**src/rtl/seq_tx_fmt_pkg.sv**
```systemverilog
`default_nettype none
// +----------------------------------------------------------------------------+
// | Module      : seq_tx_fmt_pkg                                               |
// | Description : Shared types and constants for the sequencer TX formatter:   |
// |               FSM state encoding, ASCII constants, hex-to-ASCII helper.    |
// |               Optional macro TX_FMT_PREFIX_EN adds a "0x" prefix per word. |
// | Revision    : 1.0 - initial release                                        |
// +----------------------------------------------------------------------------+
package seq_tx_fmt_pkg;

    typedef enum logic [1:0] {
        S_IDLE = 2'd0,
        S_CHAR = 2'd1,
        S_GAP  = 2'd2,
        S_WAIT = 2'd3
    } state_t;

    localparam logic [7:0] c_ASCII_CR    = 8'h0D;
    localparam logic [7:0] c_ASCII_LF    = 8'h0A;
    localparam logic [7:0] c_ASCII_0     = 8'h30;
    localparam logic [7:0] c_ASCII_X     = 8'h78;
    localparam logic [7:0] c_ASCII_A_OFS = 8'h37;   // 'A' - 10

`ifdef TX_FMT_PREFIX_EN
    localparam int c_PREFIX_LEN = 2;
`else
    localparam int c_PREFIX_LEN = 0;
`endif

    // Uppercase ASCII hex digit for one nibble
    function automatic logic [7:0] hex_to_ascii(input logic [3:0] nib);
        if (nib < 4'd10) begin
            return c_ASCII_0 + {4'd0, nib};
        end
        return c_ASCII_A_OFS + {4'd0, nib};
    endfunction

endpackage
`default_nettype wire

```
**src/rtl/seq_tx_fmt_if.sv**
```systemverilog
`default_nettype none
// +----------------------------------------------------------------------------+
// | Module      : seq_tx_fmt_if                                                |
// | Description : Sequencer-result input and UART-TX output bundle of the      |
// |               TX formatter, plus its status outputs.                       |
// | Revision    : 1.0 - initial release                                        |
// +----------------------------------------------------------------------------+
interface seq_tx_fmt_if #(
    parameter int DATA_W     = 8,
    parameter int FIFO_DEPTH = 4
) ();
    logic [DATA_W-1:0]             i_data;
    logic                          i_valid;
    logic                          i_tx_busy;
    logic [7:0]                    o_tx_data;
    logic                          o_tx_stb;
    logic [$clog2(FIFO_DEPTH):0]   o_fifo_cnt;
    logic                          o_overflow;
    logic                          o_idle;

    // Driver side: sequencer + UART controller
    modport master (
        output i_data, i_valid, i_tx_busy,
        input  o_tx_data, o_tx_stb, o_fifo_cnt, o_overflow, o_idle
    );

    // Formatter side
    modport slave (
        input  i_data, i_valid, i_tx_busy,
        output o_tx_data, o_tx_stb, o_fifo_cnt, o_overflow, o_idle
    );
endinterface
`default_nettype wire

```
**src/rtl/seq_tx_fmt_fifo.sv**
```systemverilog
`default_nettype none
// +----------------------------------------------------------------------------+
// | Module      : seq_tx_fmt_fifo                                              |
// | Description : Synchronous word FIFO, DATA_W x FIFO_DEPTH. Pointers carry   |
// |               one extra MSB so full and empty are distinguishable.         |
// |               Push while full is accepted only with a same-cycle pop.      |
// | Revision    : 1.0 - initial release                                        |
// +----------------------------------------------------------------------------+
module seq_tx_fmt_fifo #(
    parameter int DATA_W     = 8,
    parameter int FIFO_DEPTH = 4
) (
    input  wire logic                          clk,
    input  wire logic                          rst,
    input  wire logic                          i_push,
    input  wire logic                          i_pop,
    input  wire logic [DATA_W-1:0]             i_data,
    output logic      [DATA_W-1:0]             o_data,
    output logic                               o_full,
    output logic                               o_empty,
    output logic      [$clog2(FIFO_DEPTH):0]   o_count
);
    localparam int c_AW = $clog2(FIFO_DEPTH);

    logic [c_AW:0]       r_wptr_q, w_wptr_d;
    logic [c_AW:0]       r_rptr_q, w_rptr_d;
    logic [DATA_W-1:0]   r_mem_q [FIFO_DEPTH];
    logic [DATA_W-1:0]   w_mem_d [FIFO_DEPTH];
    logic                w_do_push;
    logic                w_do_pop;

    assign o_empty = (r_wptr_q == r_rptr_q);
    assign o_full  = (r_wptr_q[c_AW] != r_rptr_q[c_AW]) &&
                     (r_wptr_q[c_AW-1:0] == r_rptr_q[c_AW-1:0]);
    assign o_count = r_wptr_q - r_rptr_q;
    assign o_data  = r_mem_q[r_rptr_q[c_AW-1:0]];

    assign w_do_pop  = i_pop & ~o_empty;
    assign w_do_push = i_push & (~o_full | w_do_pop);

    // Next pointer and storage values
    always_comb begin
        w_wptr_d = r_wptr_q;
        w_rptr_d = r_rptr_q;
        w_mem_d  = r_mem_q;
        if (w_do_push) begin
            w_mem_d[r_wptr_q[c_AW-1:0]] = i_data;
            w_wptr_d = r_wptr_q + 1'b1;
        end
        if (w_do_pop) begin
            w_rptr_d = r_rptr_q + 1'b1;
        end
    end

    // Pointer registers; reset discards the contents
    always_ff @(posedge clk) begin
        if (rst) begin
            r_wptr_q <= '0;
            r_rptr_q <= '0;
        end else begin
            r_wptr_q <= w_wptr_d;
            r_rptr_q <= w_rptr_d;
        end
    end

    // Storage, not reset (validity is tracked by the pointers)
    always_ff @(posedge clk) begin
        r_mem_q <= w_mem_d;
    end
endmodule
`default_nettype wire

```
**src/rtl/seq_tx_fmt.sv**
```systemverilog
`default_nettype none
// +----------------------------------------------------------------------------+
// | Module      : seq_tx_fmt                                                   |
// | Description : Buffers sequencer result words and renders each as          |
// |               uppercase ASCII hex (MSB nibble first) followed by CR LF,    |
// |               one byte per UART strobe. Define TX_FMT_PREFIX_EN to         |
// |               precede every word with "0x".                                |
// | Revision    : 1.0 - initial release                                        |
// +----------------------------------------------------------------------------+
module seq_tx_fmt
    import seq_tx_fmt_pkg::*;
#(
    parameter int DATA_W     = 8,
    parameter int FIFO_DEPTH = 4
) (
    input  wire logic   clk,
    input  wire logic   rst,
    seq_tx_fmt_if.slave bus
);
    localparam int c_NIB    = DATA_W / 4;
    localparam int c_NCHARS = c_PREFIX_LEN + c_NIB + 2;
    localparam int c_IDX_W  = $clog2(c_NCHARS);
    localparam int c_AW     = $clog2(FIFO_DEPTH);
    localparam logic [c_IDX_W-1:0] c_LAST_IDX = c_IDX_W'(c_NCHARS - 1);

    state_t              r_state_q, w_state_d;
    logic [c_IDX_W-1:0]  r_idx_q, w_idx_d, w_idx_next;
    logic [DATA_W-1:0]   r_shift_q, w_shift_d;
    logic [7:0]          r_tx_data_q, w_tx_data_d;
    logic                r_tx_stb_q, w_tx_stb_d;
    logic                r_ovf_q, w_ovf_d;

    logic                w_push, w_pop, w_full, w_empty, w_is_digit;
    logic [DATA_W-1:0]   w_rdata;
    logic [c_AW:0]       w_count;

    // Byte at position idx of a word's character sequence; nib is the
    // nibble currently at the top of the shift register
    function automatic logic [7:0] char_at(input logic [c_IDX_W-1:0] idx,
                                           input logic [3:0] nib);
        int k;
        k = int'(idx);
        if (k < c_PREFIX_LEN) begin
            return (k == 0) ? c_ASCII_0 : c_ASCII_X;
        end
        if (k < c_PREFIX_LEN + c_NIB) begin
            return hex_to_ascii(nib);
        end
        if (k == c_PREFIX_LEN + c_NIB) begin
            return c_ASCII_CR;
        end
        return c_ASCII_LF;
    endfunction

    seq_tx_fmt_fifo #(
        .DATA_W     (DATA_W),
        .FIFO_DEPTH (FIFO_DEPTH)
    ) u_fifo (
        .clk     (clk),
        .rst     (rst),
        .i_push  (w_push),
        .i_pop   (w_pop),
        .i_data  (bus.i_data),
        .o_data  (w_rdata),
        .o_full  (w_full),
        .o_empty (w_empty),
        .o_count (w_count)
    );

    // A full FIFO still accepts a word if the FSM pops in the same cycle
    assign w_push     = bus.i_valid & (~w_full | w_pop);
    assign w_idx_next = r_idx_q + 1'b1;
    assign w_is_digit = (int'(r_idx_q) >= c_PREFIX_LEN) &&
                        (int'(r_idx_q) <  c_PREFIX_LEN + c_NIB);

    // FSM next state; strobe and byte are prepared one cycle ahead so they
    // are registered and line up with the CHAR state
    always_comb begin
        w_state_d   = r_state_q;
        w_idx_d     = r_idx_q;
        w_shift_d   = r_shift_q;
        w_tx_data_d = r_tx_data_q;
        w_tx_stb_d  = 1'b0;
        w_pop       = 1'b0;
        unique case (r_state_q)
            S_IDLE: begin
                if (!w_empty) begin
                    w_pop       = 1'b1;
                    w_shift_d   = w_rdata;
                    w_idx_d     = '0;
                    w_tx_data_d = char_at('0, w_rdata[DATA_W-1 -: 4]);
                    w_tx_stb_d  = 1'b1;
                    w_state_d   = S_CHAR;
                end
            end
            S_CHAR: begin
                // Expose the next nibble once the current digit is out
                if (w_is_digit) begin
                    w_shift_d = r_shift_q << 4;
                end
                w_state_d = S_GAP;
            end
            S_GAP: begin
                // Dead cycle lets the UART busy flag rise before it is sampled
                w_state_d = S_WAIT;
            end
            S_WAIT: begin
                if (!bus.i_tx_busy) begin
                    if (r_idx_q == c_LAST_IDX) begin
                        w_state_d = S_IDLE;
                    end else begin
                        w_idx_d     = w_idx_next;
                        w_tx_data_d = char_at(w_idx_next, r_shift_q[DATA_W-1 -: 4]);
                        w_tx_stb_d  = 1'b1;
                        w_state_d   = S_CHAR;
                    end
                end
            end
            default: w_state_d = S_IDLE;
        endcase
    end

    // Sticky overflow: a word arrived while full with no pop to make room
    always_comb begin
        w_ovf_d = r_ovf_q | (bus.i_valid & w_full & ~w_pop);
    end

    // State and output registers
    always_ff @(posedge clk) begin
        if (rst) begin
            r_state_q   <= S_IDLE;
            r_idx_q     <= '0;
            r_shift_q   <= '0;
            r_tx_data_q <= '0;
            r_tx_stb_q  <= 1'b0;
            r_ovf_q     <= 1'b0;
        end else begin
            r_state_q   <= w_state_d;
            r_idx_q     <= w_idx_d;
            r_shift_q   <= w_shift_d;
            r_tx_data_q <= w_tx_data_d;
            r_tx_stb_q  <= w_tx_stb_d;
            r_ovf_q     <= w_ovf_d;
        end
    end

    assign bus.o_tx_data  = r_tx_data_q;
    assign bus.o_tx_stb   = r_tx_stb_q;
    assign bus.o_fifo_cnt = w_count;
    assign bus.o_overflow = r_ovf_q;
    assign bus.o_idle     = (r_state_q == S_IDLE) && w_empty;
endmodule
`default_nettype wire
```
**src/flat_wrapper.sv**
```systemverilog
// flat-port wrapper written by rule: the top's interface ports become plain ports
module seq_tx_fmt_flat import seq_tx_fmt_pkg::*;
#(
    parameter int DATA_W     = 8,
    parameter int FIFO_DEPTH = 4
)
  (clk, rst, bus_i_data, bus_i_valid, bus_i_tx_busy, bus_o_tx_data, bus_o_tx_stb, bus_o_fifo_cnt, bus_o_overflow, bus_o_idle);
  seq_tx_fmt_if #(.DATA_W(DATA_W), .FIFO_DEPTH(FIFO_DEPTH)) bus_i ();
  input  wire logic clk;
  input  wire logic rst;
  input wire logic [$bits(bus_i.i_data)-1:0] bus_i_data;
  input wire logic [$bits(bus_i.i_valid)-1:0] bus_i_valid;
  input wire logic [$bits(bus_i.i_tx_busy)-1:0] bus_i_tx_busy;
  output wire logic [$bits(bus_i.o_tx_data)-1:0] bus_o_tx_data;
  output wire logic [$bits(bus_i.o_tx_stb)-1:0] bus_o_tx_stb;
  output wire logic [$bits(bus_i.o_fifo_cnt)-1:0] bus_o_fifo_cnt;
  output wire logic [$bits(bus_i.o_overflow)-1:0] bus_o_overflow;
  output wire logic [$bits(bus_i.o_idle)-1:0] bus_o_idle;
  assign bus_i.i_data = bus_i_data;
  assign bus_i.i_valid = bus_i_valid;
  assign bus_i.i_tx_busy = bus_i_tx_busy;
  assign bus_o_tx_data = bus_i.o_tx_data;
  assign bus_o_tx_stb = bus_i.o_tx_stb;
  assign bus_o_fifo_cnt = bus_i.o_fifo_cnt;
  assign bus_o_overflow = bus_i.o_overflow;
  assign bus_o_idle = bus_i.o_idle;
  seq_tx_fmt #(.DATA_W(DATA_W), .FIFO_DEPTH(FIFO_DEPTH)) u_core (.clk(clk), .rst(rst), .bus(bus_i));
endmodule
```
**config.mk**
```make
export PLATFORM = sky130hd
export DESIGN_NAME = seq_tx_fmt_flat
export DESIGN_NICKNAME = d
export VERILOG_FILES = /design/src/rtl/seq_tx_fmt_pkg.sv /design/src/rtl/seq_tx_fmt_if.sv /design/src/rtl/seq_tx_fmt_fifo.sv /design/src/rtl/seq_tx_fmt.sv /design/src/flat_wrapper.sv
export SDC_FILE = /design/constraint.sdc
export NUM_CORES = 1
export LEC_CHECK = 0
export CAP_MARGIN = 20
export CORE_ASPECT_RATIO = 0.75
export CORE_MARGIN = 2
export CORE_UTILIZATION = 50
export CTS_CLUSTER_DIAMETER = 50
export CTS_CLUSTER_SIZE = 16
export DETAILED_ROUTE_END_ITERATION = 8
export PLACE_DENSITY = 0.71
export SYNTH_ARGS = -nofsm -noshare
export SYNTH_HDL_FRONTEND = slang
export SYNTH_SLANG_ARGS = --single-unit
```
**constraint.sdc**
```tcl
create_clock -name clk -period 2.46 [get_ports clk]
set_input_delay 0.246 -clock clk [delete_from_list [all_inputs] [get_ports clk]]
set_output_delay 0.246 -clock clk [all_outputs]
set_load 0.01 [all_outputs]
```
==> flow_metrics.env, run 1 <==
export IMPL_dp_hpwl_um=3530
export IMPL_yosys_area_share_simple_pct=10.2
export IMPL_synthAdderAreaFrac_pct=6.88
export IMPL_synth_top_family_by_area="compound AO/OA/AOI/OAI gates"
export IMPL_drtAntennaViolNets=0
export IMPL_n_antenna_cell=0
export IMPL_switching_share_pct=33.6
export IMPL_grt_util_met1_pct=21.7
export IMPL_cts_max_path_buffers=2
export IMPL_yosysMostFrequentCell="edfxtp_1"
export IMPL_p_sw_mw=1.37
export IMPL_top_usage_layer="met2"
export IMPL_crit_path_end_kind="primary output"
export IMPL_dieHeight_um=69.2
export IMPL_grt_pass1_wl_um=8220
export IMPL_synth_edf_count=32
export IMPL_required_ps=2210
export IMPL_yosys_area_top_type="edfxtp_1"
export IMPL_nets=300
export IMPL_worstMarginPinSlew_ps=688
export IMPL_crit_slowest_cell="clkdlybuf4s50_1"
export IMPL_ys_warn_count=0
export IMPL_cts_buffers=9
export IMPL_fin_crit_sh_pct=95.9
export IMPL_overflow=0
export IMPL_yosys_mux_area_fraction_pct=11.0
export IMPL_ios=26
export IMPL_cts_sinks=59
export IMPL_avgSynthCellArea_um2=11.9
export IMPL_synth_area_um2=2840
export IMPL_critPathMaxStageDelay_ps=520
export IMPL_synthXorXnorAreaFrac_pct=2.78
export IMPL_wl_per_cell_um=14.1
export IMPL_seq_area_um2=1500
export IMPL_fin_skew_ps=6.48
export IMPL_cts_root_buf="clkbuf_8"
export IMPL_die_area_um2=6300
export IMPL_p_per_area_nw_per_um2=1180
export IMPL_async_flop_share_pct=0
export IMPL_post_route_min_period_ps=2360
export IMPL_htreeDepth=3
export IMPL_routed_wl_um=4970
export IMPL_hold_path_class="flip-flop to flip-flop"
export IMPL_synth_compound_area_share_pct=12.0
export IMPL_vias=1844
export IMPL_drc=0
export IMPL_synth_seq_cells=59
export IMPL_clkTransAtPathRegs_ps=60
export IMPL_multi_input_area_um2=1220
export IMPL_drive_above_1_share_pct=13.0
export IMPL_synth_nets=265
export IMPL_p_comb_share_pct=42.2
export IMPL_stdcell_area_um2=3430
export IMPL_critPathMaxFanout=8
export IMPL_synth_distinct_cells=45
export IMPL_num_rows=23
export IMPL_tritoncts="done"
export IMPL_dpl_instance_area_um2=3170
export IMPL_coreArea_um2=5410
export IMPL_setup_viol=0
export IMPL_pwr_share_seq_pct=32.8
export IMPL_setup_worst_path_start_class="flip-flop"
export IMPL_insertion_delay_ps=330
export IMPL_hold_viol=0
export IMPL_path_cells="buf_4 -> ha_1 -> fa_1 -> inv_1 -> clkdlybuf4s50_1"
export IMPL_rsz0062_at_grt="no"
export IMPL_grt_start_max_net_pins=28
export IMPL_portBuffers=24
export IMPL_syn_instance_count=238
export IMPL_grt_antenna_before_repair=0
export IMPL_grt_use_total_pct=16.9
export IMPL_p_clk_share_pct=25.0
export IMPL_crit_arrival_ps=2110
export IMPL_synth_commonest_cells="32 x edfxtp_1, 27 x dfxtp_1, 24 x nor2_1, 16 x a21oi_1, 15 x inv_1"
export IMPL_n_fill_cell=450
export IMPL_status="finished clean"
export IMPL_drtPass1Iterations=4
export IMPL_drv_slew=0
export IMPL_synth_area_leaders="edfxtp_1 34%, dfxtp_1 19%, ha_1 6.2%"
export IMPL_internal_power_mw=2.69
export IMPL_cts_hold_buffers=0
export IMPL_area_growth_pct=21.0
export IMPL_ir_worst_vdd_uv=437
export IMPL_drv_cap=0
export IMPL_yosysSeqAreaShare_pct=53.0
export IMPL_grt_pass1_vias=1699
export IMPL_yosys_area_top_type_share_pct=33.9
export IMPL_grt_met2_usage_pct=27.0
export IMPL_timing_slew_headroom_pct=53.9
export IMPL_routed_via_density=5.24
export IMPL_initial_core_util_pct=52.4
export IMPL_synth_ff_type="edfxtp_1"
export IMPL_use_met3_pct=5.33
export IMPL_crit_type="flip-flop to primary output"
export IMPL_tns_ps=0
export IMPL_p_leak_nw=1.26
export IMPL_globalplace_congestion=0.801
export IMPL_hold_worst_slack_ps=447
export IMPL_drtIter0Drc=79
export IMPL_fmax_mhz=424
export IMPL_dieWidth_um=91.0
metrics by stage:
| step | total power [mW] | setup WS, ps | util, % | cells |
|---|---|---|---|---|
| after floorplan | 2.50 | 214 | - | 238 |
| after global placement | 2.96 | 341 | 58.6 | 334 |
| after detailed placement | 2.99 | 304 | 58.6 | 334 |
| after CTS | 4.03 | 15.9 | 62.9 | 349 |
| after global routing | 4.31 | 12.7 | 63.4 | 352 |
| final | 4.06 | 99.6 | 63.4 | 352 |
timing repair:
item,in CTS,in global routing
endpoints found under the hold margin,0,0
pin swaps,0,1
resized for setup,1,2
endpoints found under the setup margin,1,2
setup buffers,0,3
cells by family (layout without fill, tap and decap cells):
logic type	after synthesis	count (layout)
AND/OR/NAND/NOR	60	60
flip-flops	59	59
AO/OA/AOI/OAI	49	49
buffers and inverters	26	65
multiplexers	19	19
adder cells (fa/ha/maj)	15	15
XOR/XNOR	9	9
other	1	1
power by group through the flow:
stage	logic [mW]	registers [mW]	clock network [mW]
floorplan	1.16	1.34	0
global placement	1.62	1.35	0
detailed placement	1.64	1.35	0
CTS	1.66	1.33	1.04
global route	1.87	1.36	1.08
finish	1.71	1.33	1.02
critical path: cells and delay by family, from the launching register on:
family     cells  cell delay, ps
buf+inv        3             790
fa+ha+maj      2             590
flops          1             400
final timing paths:
check        slack [ps]  cells after the start                 startpoint                       to
min reg2reg         450                      2    u_core.bus.o_tx_data[4]  u_core.bus.o_tx_data[4]
max reg2reg         280                      8  u_core.u_fifo.r_rptr_q[0]      u_core.r_shift_q[2]
max                 100                      5  u_core.u_fifo.r_rptr_q[0]        bus_o_fifo_cnt[1]
min                 450                      2    u_core.bus.o_tx_data[4]  u_core.bus.o_tx_data[4]
cells in the final DEF (no fill, tap or decap), types with 2 or more instances in the layout:
cell             synthesis  routed
edfxtp_1                32      32
dfxtp_1                 27      26
nor2_1                  24      24
clkdlybuf4s50_1          0      23
a21oi_1                 16      16
inv_1                   15      15
ha_1                    14      14
buf_4                    2      11
nand2_1                 10      10
mux2i_1                  9       9
clkbuf_8                 0       9
xnor2_1                  7       7
o21ai_0                  6       6
a211oi_1                 6       6
mux4_1                   5       5
nor3_1                   5       5
and2_1                   4       4
nand3b_1                 4       4
o31a_1                   3       3
mux4_2                   3       3
nand3_1                  3       3
nor2b_1                  3       3
o211ai_1                 3       3
bufinv_16                0       3
xor2_1                   2       2
or3_1                    2       2
o31ai_1                  2       2
a211oi_2                 2       2
mux2_2                   2       2
a31oi_1                  2       2
nand2b_1                 2       2
clkinv_1                 0       2
registers in the layout (all words and copies together) (netlist names):
register and flops:
u_core.u_fifo.r_mem_q 32, u_core.r_shift_q 8, u_core.bus.o_tx_data 7, u_core.u_fifo.r_rptr_q 3, u_core.u_fifo.r_wptr_q 3, u_core.r_idx_q 2
u_core.r_state_q 2, u_core.bus.o_overflow 1, u_core.bus.o_tx_stb 1
cell type report:
type	instances	share of cell area (%)
Timing Repair Buffer	35	9.49
Clock buffer	9	3.61
Clock inverter	6	3.06
Inverter	15	1.64
Tap cell	75	2.74
Sequential cell	59	43.8
Multi-Input combinational cell	153	35.6
layer usage:
| layer | wire length (um) | up-vias |
|---|---|---|
| met4 | 49 | 0 |
| met3 | 179 | 6 |
| met2 | 2360 | 32 |
| met5 | 0 | - |
| met1 | 2380 | 865 |
| li1 | - | 941 |
No activity file was read; power rests on OpenSTA's default activity.
==> inputs of run 2 (changes only) <==
CELL_PAD_IN_SITES_DETAIL_PLACEMENT = 0   (was unset)
CELL_PAD_IN_SITES_GLOBAL_PLACEMENT = 2   (was unset)
CORE_UTILIZATION = 39   (was 50)
PLACE_DENSITY = unset   (was 0.71)
PLACE_DENSITY_LB_ADDON = 0.1   (was unset)
==> run 2 against run 1 <==
Cell area rose by 0.77%. Maximum frequency increased by 0.58%. Highest routed layer unchanged. Total power down 0.32%. Largest power group unchanged. Critical path type unchanged. Largest cell class unchanged. Critical endpoint is now bus_o_idle.
==> flow_metrics.env, run 2 (synthesis results as in run 1) <==
export IMPL_dpl_cell_count=364
export IMPL_hold_path_class="flip-flop to flip-flop"
export IMPL_grt_pass1_wl_um=9870
export IMPL_vias=1893
export IMPL_nets=304
export IMPL_instances_no_fill=380
export IMPL_cts_max_path_buffers=2
export IMPL_coreArea_um2=6930
export IMPL_setup_viol=0
export IMPL_rsz0062_at_grt="no"
export IMPL_layout_common_cells="32 x edfxtp_1, 25 x dfxtp_1, 24 x nor2_1, 23 x clkdlybuf4s50_1, 16 x a21oi_1"
export IMPL_grt_use_total_pct=16.7
export IMPL_final_common_cell="edfxtp_1"
export IMPL_drv_cap=0
export IMPL_drc=0
export IMPL_drtPass1Iterations=4
export IMPL_hold_path_depth=2
export IMPL_seq_area_um2=1500
export IMPL_tns_ps=0
export IMPL_top_register="u_core.u_fifo.r_mem_q"
export IMPL_dieHeight_um=77.8
export IMPL_drtIter0Drc=67
export IMPL_p_sw_mw=1.50
export IMPL_setup_worst_path_start_class="flip-flop"
export IMPL_pwr_share_seq_pct=33.0
export IMPL_wl_per_cell_um=15.8
export IMPL_n_fill_cell=629
export IMPL_largest_register_ffs=32
export IMPL_crit_arrival_ps=2100
export IMPL_internal_power_mw=2.54
export IMPL_num_rows=26
export IMPL_grt_pass1_vias=1880
export IMPL_multi_input_area_um2=1220
export IMPL_routed_wl_um=6010
export IMPL_cts_buffers=9
export IMPL_grt_start_max_net_pins=28
export IMPL_crit_type="flip-flop to primary output"
export IMPL_ir_worst_vdd_uv=647
export IMPL_p_clk_share_pct=21.9
export IMPL_critPathMaxStageDelay_ps=540
export IMPL_fin_skew_ps=12.5
export IMPL_routed_via_density=4.98
export IMPL_crit_cells=6
export IMPL_switching_share_pct=37.1
export IMPL_dp_hpwl_um=4310
export IMPL_ios=26
export IMPL_p_per_area_nw_per_um2=1170
export IMPL_p_leak_nw=1.26
export IMPL_clkTransAtPathRegs_ps=70
export IMPL_globalplace_congestion=0.735
export IMPL_n_antenna_cell=0
export IMPL_drtAntennaViolNets=0
export IMPL_htreeDepth=3
export IMPL_reg2reg_depth=8
export IMPL_crit_slowest_cell="clkdlybuf4s50_1"
export IMPL_required_ps=2210
export IMPL_insertion_delay_ps=340
export IMPL_setup_ws_ps=113
export IMPL_fmax_mhz=426
export IMPL_crit_family="buffers and inverters"
export IMPL_p_comb_share_pct=45.1
export IMPL_tritoncts="done"
export IMPL_hold_viol=0
export IMPL_initial_core_util_pct=40.9
export IMPL_crit_path_end_kind="primary output"
export IMPL_portBuffers=24
export IMPL_grt_antenna_before_repair=0
export IMPL_critPathMaxFanout=10
export IMPL_dieWidth_um=102
export IMPL_drive_above_1_share_pct=15.6
export IMPL_path_cells="buf_4 -> ha_1 -> nand3_1 -> nor2_2 -> buf_6 -> clkdlybuf4s50_1"
export IMPL_drv_slew=0
export IMPL_cts_root_buf="clkbuf_8"
export IMPL_post_route_min_period_ps=2350
export IMPL_status="finished clean"
export IMPL_crit_buf_inv=3
export IMPL_preCtsSetupSlack_ps=228
export IMPL_cts_sinks=59
export IMPL_area_growth_pct=21.9
export IMPL_fin_crit_sh_pct=95.4
export IMPL_overflow=0
export IMPL_die_area_um2=7980
[run 2: metal layers]
layer	vias to the layer above	wire length, um	GRT usage, %
met4	0	99	6.40
met5	-	0	0
li1	948	-	-
met2	35	2520	23.1
met3	9	192	4.41
met1	901	3200	24.8
[run 2: per-stage QoR]
| stage | hold slack, ps | total power [mW] | area, um2 | utilization, % |
|---|---|---|---|---|
| floorplan | 345 | 2.50 | 2840 | - |
| global placement | 441 | 3.18 | 3250 | 46.9 |
| detailed placement | 444 | 3.18 | 3250 | 46.9 |
| CTS | 454 | 4.08 | 3450 | 49.8 |
| global route | 494 | 4.37 | 3460 | 49.9 |
| finish | 450 | 4.04 | 3460 | 49.9 |
[run 2: final timing paths]
path	startpoint	slack (ps)	end
worst max-delay path	u_core.u_fifo.r_rptr_q[0]	110	bus_o_idle
worst min-delay path	u_core.bus.o_tx_data[4]	450	u_core.bus.o_tx_data[4]
worst max register to register	u_core.u_fifo.r_rptr_q[0]	260	u_core.bus.o_tx_data[2]
worst min register to register	u_core.bus.o_tx_data[4]	450	u_core.bus.o_tx_data[4]
[run 2: worst reg2reg max path: stages (launching register included)]
cell      delay, ps
dfxtp_1         440
mux4_1          660
inv_1            80
ha_1            180
nand2_1          60
o22ai_1         170
mux2_2          350
nand2_1          60
a311oi_1         80
[run 2: what timing repair did]
| item | 4_1_cts | 5_1_grt |
|---|---|---|
| gates cloned | 0 | 0 |
| pin swaps | 0 | 0 |
| endpoints found under the setup margin | 1 | 1 |
| gates resized for setup | 1 | 3 |
| buffers inserted | 0 | 0 |
| hold buffers | 0 | 0 |
| hold endpoints to repair | 0 | 0 |
[run 2: power by group through the flow]
stage | logic [mW] | clock network [mW] | registers (mW)
3_3_place_gp | 1.83 | 0 | 1.36
2_1_floorplan | 1.16 | 0 | 1.34
6_report | 1.82 | 0.885 | 1.34
5_1_grt | 2.04 | 0.959 | 1.37
4_1_cts | 1.83 | 0.911 | 1.33
3_5_place_dp | 1.82 | 0 | 1.36
[run 2: final cells by class]
type	instances	share of cell area, %
Clock inverter	7	2.21
Sequential cell	59	43.5
Tap cell	98	3.55
Inverter	15	1.63
Multi-Input combinational cell	153	35.2
Clock buffer	9	3.58
Timing Repair Buffer	39	10.3
